===== src/rtl/chip8_uart_tx.sv =====
// chip8_uart_tx: 8N1 UART transmitter (LSB first) fed by a small byte FIFO.
// Bytes enter through a valid/ready push port and are serialised onto an
// idle-high line. Frames from queued bytes follow each other with no gap.
//
// Handshake: a byte on tx_d is taken on any rising edge where tx_v and
// tx_ready are both high (and resetn is high). tx_ready depends only on the
// FIFO fill level, never on tx_v. Holding tx_v while tx_ready is low does
// nothing. The producer may change tx_d or drop tx_v at any time.
module chip8_uart_tx #(
  parameter int CLKS_PER_BIT = 104,
  parameter int FIFO_AW      = 3
) (
  input  logic       clk,
  input  logic       resetn,
  input  logic [7:0] tx_d,
  input  logic       tx_v,
  output logic       tx_ready,
  output logic       tx,
  output logic       busy
);

  localparam int                 DEPTH     = 1 << FIFO_AW;
  localparam logic [FIFO_AW:0]   DEPTH_C   = DEPTH[FIFO_AW:0];
  localparam logic [FIFO_AW-1:0] PTR_ONE   = 1;
  localparam logic [FIFO_AW:0]   CNT_ONE   = 1;
  localparam logic [15:0]        BAUD_LAST = CLKS_PER_BIT[15:0] - 16'd1;

  typedef enum logic [1:0] {
    S_IDLE,
    S_START,
    S_DATA,
    S_STOP
  } state_e;

  state_e             state_q, state_d;
  logic [15:0]        baud_q, baud_d;
  logic [2:0]         bit_q, bit_d;
  logic [7:0]         sh_q, sh_d;
  logic               line_q, line_d;
  logic [FIFO_AW-1:0] wr_ptr_q, wr_ptr_d;
  logic [FIFO_AW-1:0] rd_ptr_q, rd_ptr_d;
  logic [FIFO_AW:0]   count_q, count_d;
  logic [7:0]         mem_q [DEPTH];

  logic push;
  logic pop;
  logic baud_done;
  logic fifo_nonempty;

  assign tx_ready      = (count_q != DEPTH_C);
  assign push          = tx_v & tx_ready;
  assign fifo_nonempty = (count_q != '0);
  assign baud_done     = (baud_q == BAUD_LAST);
  assign busy          = (state_q != S_IDLE) | fifo_nonempty;
  assign tx            = line_q;

  // Serialiser next state: pops the FIFO head at frame start and walks the
  // start, data and stop bits, each lasting CLKS_PER_BIT cycles.
  always_comb begin
    state_d = state_q;
    baud_d  = baud_q;
    bit_d   = bit_q;
    sh_d    = sh_q;
    line_d  = line_q;
    pop     = 1'b0;
    unique case (state_q)
      S_IDLE: begin
        line_d = 1'b1;
        baud_d = '0;
        bit_d  = '0;
        if (fifo_nonempty) begin
          pop     = 1'b1;
          sh_d    = mem_q[rd_ptr_q];
          line_d  = 1'b0;
          state_d = S_START;
        end
      end
      S_START: begin
        if (baud_done) begin
          baud_d  = '0;
          bit_d   = '0;
          line_d  = sh_q[0];
          state_d = S_DATA;
        end else begin
          baud_d = baud_q + 16'd1;
        end
      end
      S_DATA: begin
        if (baud_done) begin
          baud_d = '0;
          if (bit_q == 3'd7) begin
            line_d  = 1'b1;
            state_d = S_STOP;
          end else begin
            // Line already shows sh[0]; next bit is sh[1] before the shift.
            sh_d   = {1'b0, sh_q[7:1]};
            line_d = sh_q[1];
            bit_d  = bit_q + 3'd1;
          end
        end else begin
          baud_d = baud_q + 16'd1;
        end
      end
      S_STOP: begin
        if (baud_done) begin
          baud_d = '0;
          if (fifo_nonempty) begin
            // Chain straight into the next start bit: no idle gap.
            pop     = 1'b1;
            sh_d    = mem_q[rd_ptr_q];
            line_d  = 1'b0;
            state_d = S_START;
          end else begin
            line_d  = 1'b1;
            state_d = S_IDLE;
          end
        end else begin
          baud_d = baud_q + 16'd1;
        end
      end
      default: begin
        line_d  = 1'b1;
        state_d = S_IDLE;
      end
    endcase
  end

  // FIFO pointer and fill-level next state.
  always_comb begin
    wr_ptr_d = wr_ptr_q;
    rd_ptr_d = rd_ptr_q;
    count_d  = count_q;
    if (push) wr_ptr_d = wr_ptr_q + PTR_ONE;
    if (pop)  rd_ptr_d = rd_ptr_q + PTR_ONE;
    unique case ({push, pop})
      2'b10:   count_d = count_q + CNT_ONE;
      2'b01:   count_d = count_q - CNT_ONE;
      default: count_d = count_q;
    endcase
  end

  // FIFO storage; not reset since the pointers define what is valid.
  always_ff @(posedge clk) begin
    if (resetn && push) mem_q[wr_ptr_q] <= tx_d;
  end

  // State registers with synchronous active-low reset.
  always_ff @(posedge clk) begin
    if (!resetn) begin
      state_q  <= S_IDLE;
      baud_q   <= '0;
      bit_q    <= '0;
      sh_q     <= '0;
      line_q   <= 1'b1;
      wr_ptr_q <= '0;
      rd_ptr_q <= '0;
      count_q  <= '0;
    end else begin
      state_q  <= state_d;
      baud_q   <= baud_d;
      bit_q    <= bit_d;
      sh_q     <= sh_d;
      line_q   <= line_d;
      wr_ptr_q <= wr_ptr_d;
      rd_ptr_q <= rd_ptr_d;
      count_q  <= count_d;
    end
  end

endmodule


===== config.mk =====
export PLATFORM = sky130hd
export DESIGN_NAME = chip8_uart_tx
export DESIGN_NICKNAME = d
export VERILOG_FILES = /design/src/rtl/chip8_uart_tx.sv
export SDC_FILE = /design/constraint.sdc
export NUM_CORES = 1
export LEC_CHECK = 0
export ABC_AREA = 1
export BUFFER_PORTS_ARGS = -buffer_cell sky130_fd_sc_hd__buf_4
export CAP_MARGIN = 20
export CORE_MARGIN = 2
export CORE_UTILIZATION = 48
export DETAILED_ROUTE_END_ITERATION = 12
export GPL_TIMING_DRIVEN = 1
export HOLD_SLACK_MARGIN = 0.08
export PLACE_DENSITY = 0.7
export SKIP_LAST_GASP = 1
export SLEW_MARGIN = 5
export SYNTH_ARGS = -nofsm -noshare
export SYNTH_HDL_FRONTEND = slang
export SYNTH_SLANG_ARGS = --single-unit

===== constraint.sdc =====
create_clock -name clk -period 2.7 [get_ports clk]
set_input_delay 0.27 -clock clk [delete_from_list [all_inputs] [get_ports clk]]
set_output_delay 0.27 -clock clk [all_outputs]
set_load 0.01 [all_outputs]

# Word-level counts from Yosys, hierarchy flattened
# Memories as Yosys holds them, arrays and structs flattened. A register that Yosys moved wholly into a read port is not among the register bits.
# Cells that the tools add are included.
word_totals:
  latchBits: 0
  romBits: 0
  mem_bits_rw: 64
  mem_count: 1
  wordCells: 75
  output_inout_bits: 3
  ff_bits: 40
memory_table:
  columns: ["memory", "words", "width", "rd", "rd_ports_with_merged_regs", "wr", "line", "source"]
  rows:
  - ["mem_q", 8, 8, 1, 1, 1, "43", "logic [7:0] mem_q [DEPTH];"]
classes:
  eq_ne: 14
  n_mul: 0
  div: 0
  reduce_logical: 12
  n_addsub: 6
  muxes: 32
  n_lt_le_gt_ge: 0
  n_shift: 0
  n_bitwise: 2
op_table:
  columns: ["cell", "count"]
  rows:
  - ["$mux W8", 4]
  - ["$pmux W16 S2", 1]
  - ["$pmux W8 S3", 1]
  - ["$add A16 B1 Y16 const B", 1]
  - ["$eq A16 B7 Y1 const B", 1]
  - ["$mux W16", 1]
  - ["$mux W3", 5]
  - ["$ne A2 B2 Y1 const B", 6]
  - ["$mux W1", 10]
  - ["$mux W2", 5]
  - ["$add A3 B1 Y3 const B", 3]
  - ["$pmux W3 S3", 1]
  - ["$pmux W2 S4", 1]
  - ["$pmux W4 S2", 1]
  - ["$reduce_and A4 Y1", 2]
  - ["$eq A2 B2 Y1 const B", 3]
  - ["$reduce_bool A3 Y1", 2]
  - ["$reduce_and A5 Y1", 1]
  - ["$add A4 B1 Y4 const B", 1]
  - ["$eq A2 B1 Y1 const B", 2]
  - ["$ne A4 B4 Y1 const B", 1]
  - ["$pmux W1 S4", 1]
  - ["$reduce_bool A2 Y1", 2]
  - ["$reduce_bool A4 Y1", 1]
  - ["other kinds (9)", 9]

# Logic depth before layout (Yosys ltp)
logic_depth:
  depth_word: 6
  mapped_depth: 12

# Least setup slack after synthesis
# No wires, ideal clock.
synth_path:
  path_type: "register to register"
  from: "register state_q[0]"
  to: "register count_q[2]"
  t_required_ps: 2580
  period_less_slack_ps: 2123
  path_stages_with_launch: 12
  arrival_time_ps: 2003
  n_path_buf: 0
  setup_time_ps: 120
  setup_slack_ps: 577
  path_cell_list: "dfxtp_1 > inv_1 > ha_1 > inv_1 > nand3_1 > nand2_2 > ha_1 > xor2_1 > ha_1 > a21oi_1 > xor2_1 > a21oi_1"
synth_via:
  elab_chain_cells: 4
synth_lines:
  columns: ["item", "line", "source"]
  rows:
  - ["start: declaration", "35", "state_e state_q, state_d;"]
  - ["start signal: assignment", "159", "state_q <= state_d;"]
  - ["$eq A2 B2 Y1 or $logic_not A2 Y1 (tied branches)", "66", "unique case (state_q)"]
  - ["$pmux W1 S2 (*)", "66", null]
  - ["net pop", "46", "logic pop;"]
  - ["$eq A2 B1 Y1 or $eq A2 B2 Y1 (tied branches)", "135", "unique case ({push, pop})"]
  - ["$pmux W4 S2 or $reduce_bool A2 Y1 (tied branches)", null, null]
  - ["end signal: assignment", "166", "count_q <= count_d;"]
  - ["end: declaration", "42", "logic [FIFO_AW:0] count_q, count_d;"]
# The timed path passes the listed nets; every way through them passes the cells marked *.
# A chain may end at the register's enable or synchronous reset.

# Worst setup path after layout
# Same ends and word-level chain as after synthesis.

==> implementation parameters <==
Parameter                              Value

Floorplan
  Die Height ... 105 um
  Standard cell core area ... 10,100 sq um
  Number of top-level design ports ... 14
  Die boundary width ... 105 um
  Initial standard-cell utilization of the core ... 0.487
  Standard-cell row count ... 37
  Floorplan die area ... 11,100 sq um

Critical path
  Buffers & Inverters on Critical Path ... 2
  Number of cells on the worst reg-to-reg path ... 11
  CP startpoint kind ... flip-flop
  Worst Path Required ... 3010 ps
  Cell breakdown of the critical path ... inv_1 > ha_1 > inv_1 > nand3_1 > nand2_2 > ha_1 > xor2_1 > ha_1 > a21oi_1 > xor2_1 > a21oi_1
  Crit-path max FO ... 6
  Endpoint of the worst-slack reg-to-reg timing path ... count_q[2]
  Reg-to-reg startpoint ... state_q[0]
  Slowest cell delay on critical path ... 440 ps
  Largest delay contributor family on the critical path ... adder cells
  CP Data Arrival Time ... 2670 ps
  Crit path capture type ... flip-flop
  Slowest stage cell on the critical path ... sky130_fd_sc_hd__dfxtp_1
  Most common cell type on the critical path ... sky130_fd_sc_hd__ha_1
  R2r setup slk ... 340 ps
  Classification of the worst setup path ... flip-flop to flip-flop

Global route
  Wire length of the first global-routing pass ... 15,700 um
  Via count of the first global-routing pass ... 3,370
  GRT Residual Overflow ... 0
  All-layer global routing usage ... 0.183
  Antenna violations before repair ... 0
  Pin count of the biggest net entering global routing ... 34

Timing
  Total count of max-transition violations in the final report ... 0
  RSZ-0062 raised after global routing ... false
  Post-route setup slack ... 343 ps
  Final hold violations ... 0
  Worst clock skew on the final layout ... 14.6 ps
  Relative slew slack ... 0.639
  Actual slew at the worst max-slew pin ... 540 ps
  Finish-stage setup viols ... 0
  Achievable frequency ... 0.424 GHz
  Time the worst path needs with I/O delays and setup ... 2360 ps
  Total negative slack for setup checks ... 0 ps
  Tcrit/Tclk final ... 0.873

Yosys
  Sequential area share after synthesis ... 0.563
  Cell area after technology mapping ... 4940 sq um
  Largest cells by area after synthesis ... sky130_fd_sc_hd__edfxtp_1 39%, sky130_fd_sc_hd__dfxtp_1 17%, sky130_fd_sc_hd__nand2_1 8.4%, sky130_fd_sc_hd__nor2_1 5.6%, sky130_fd_sc_hd__nand3_1 4.7%
  Post-Synthesis Mean Instance Area ... 9.29 sq um
  Fraction of post-synthesis cell area in the top cell type by area ... 0.389
  Warnings, synthesis ... 0
  Post-synth net total ... 557
  Syn Inst Count ... 532
  Cell accounting for the most synthesized area ... sky130_fd_sc_hd__edfxtp_1
  Number of flip-flops and latches in the synthesized netlist ... 107
  Count of distinct cell types in the synthesized netlist ... 36

Placed design
  DP Worst Slack ... 381 ps
  I/O Buffers ... 13
  DP Wirelength ... 6290 um
  Weighted congestion at the end of routability-driven global placement ... 0.767
  Number of placed instances, taps included ... 676

Cells and area
  Diodes inserted ... 0
  Count of nets after finishing ... 576
  Final standard cell count with taps included and fillers excluded ... 692
  Number of inserted filler cells in the final layout ... 875
  Fraction of final layout cells sized beyond drive strength 1 ... 0.147
  Area grow syn2layout ... 8.33%

Clock network
  Register clock-pin slew on the reported worst setup and hold paths ... 110 ps
  Number of instances resized during post-cts repair ... 0
  Clock latency at the later pin of the worst-skew pair ... 380 ps
  Post-CTS setup-driven buffer insertion count ... 0
  Clock buffers created by TritonCTS ... 9
  Number of sinks handled by clock tree synthesis ... 107
  Depth of the CTS H-tree ... 3
  TritonCTS clock tree ... built
  Hold buffer count at CTS ... 0
  Maximum clock insertion buffer count ... 2
  Clock root buffer ... sky130_fd_sc_hd__clkbuf_8

Drt
  Count of routing violations after the opening detailed-route iteration ... 196
  Number of DRC violations after detailed routing ... 0
  First-pass iteration count of the detailed router ... 5
  Total routed wirelength ... 9380 um
  Via density per instance ... 5.08
  Avg WL per Cell ... 13.6 um
  Detail Route Antenna Nets ... 0
  Detailed-route via count ... 3,512

Hold path
  Endpoint with the worst hold slack ... mem_q[4][6]
  Worst hold path class ... primary input to flip-flop
  HP Start ... tx_d[6]
  Hold path cells ... 1

Pwr
  Cell leakage power ... 2.10 nW
  Total power per unit cell area ... 786 nW/um^2
  IR drop worst, VDD ... 0.308 mV

Run
  Reported max-cap violation count ... 0

Status
  Status ... completed
## layout by cell type, fill, tap and decap left out, types with 8 or more instances in the layout
| cell type | instances |
|---|---|
| sky130_fd_sc_hd__nand2_1 | 110 |
| sky130_fd_sc_hd__nor2_1 | 74 |
| sky130_fd_sc_hd__edfxtp_1 | 64 |
| sky130_fd_sc_hd__nand3_1 | 46 |
| sky130_fd_sc_hd__dfxtp_1 | 43 |
| sky130_fd_sc_hd__inv_1 | 42 |
| sky130_fd_sc_hd__a21oi_1 | 32 |
| sky130_fd_sc_hd__buf_4 | 24 |
| sky130_fd_sc_hd__ha_1 | 14 |
| sky130_fd_sc_hd__o21ai_0 | 13 |
| sky130_fd_sc_hd__nor3_1 | 10 |
| sky130_fd_sc_hd__clkbuf_8 | 9 |
| sky130_fd_sc_hd__nand2_2 | 8 |
## stage by stage
step | util | cell area (sq um) | hold slack, ps | total power [W]
CTS | 0.528 | 5350 | 103 | 0.00423
finish | 0.528 | 5350 | 112 | 0.00421
global route | 0.528 | 5350 | 107 | 0.00452
global placement | 0.512 | 5190 | 429 | 0.00334
floorplan | - | 4940 | 369 | 0.00308
detailed placement | 0.512 | 5190 | 451 | 0.00338
## report_power, final
part           switching, W  total, W  internal, W
combinational      0.000892   0.00138     0.000488
sequential        0.0000957   0.00196      0.00186
clock              0.000536  0.000870     0.000333
## routing by layer
metal  track usage  wire (um)  vias up  share of wire
met4        0.0752        176        0          0.019
li1              -          -     1804              -
met2         0.314       4590       75           0.49
met1         0.223       4100     1621           0.44
met5             0          0        -              0
met3        0.0390        505       12          0.054
## cells in the mapped netlist (all sizes together)
cell type / instances
nor3: 12
clkinv: 1
nor2: 86
a21oi: 35
inv: 48
o2111ai: 1
clkbuf: 2
xor2: 4
o211ai: 4
o21a: 4
nand3: 48
edfxtp: 64
ha: 14
or2: 4
and3: 1
nand4: 6
nand2: 120
nor3b: 2
dfxtp: 43
buf: 14
o21ai: 19
## how the worst max path moves through the flow
| stage | startpoint | end | slack, ps | cells past startpoint |
|---|---|---|---|---|
| floorplan | state_q[0] | count_q[2] | 580 | 11 |
| global placement | state_q[0] | count_q[2] | 470 | 11 |
| detailed placement | state_q[0] | count_q[2] | 380 | 11 |
| CTS | state_q[0] | count_q[2] | 340 | 11 |
| global route | state_q[0] | count_q[2] | 30 | 11 |
| finish | state_q[0] | count_q[2] | 340 | 11 |
## cell type report
cell class	instances	area (sq um)	area share
flip-flops and latches	107	2780	0.520
multi-input cells	360	1870	0.350
inverters	49	185	0.0346
repair buffers	24	180	0.0337
well taps	136	170	0.0318
clock buffers	11	131	0.0245
clock inverters	5	32.5	0.00608
## state kept, by name, indices dropped and copies added (netlist names), named ones only
signal and count:
mem_q 64, baud_q 16, sh_q 8, count_q 4, bit_q 3, rd_ptr_q 3, wr_ptr_q 3, state_q 2
tx 1
## cell families after synthesis
family / Yosys count / synth area share
DFF: 107 / 0.563
AOI/OAI and AO/OA: 63 / 0.0739
buffers and inverters: 65 / 0.0582
adders and majority gates: 14 / 0.0354
xor gates and xnor gates: 4 / 0.00709
and+or+nand+nor: 279 / 0.262
(Power assumes the default switching activity.)
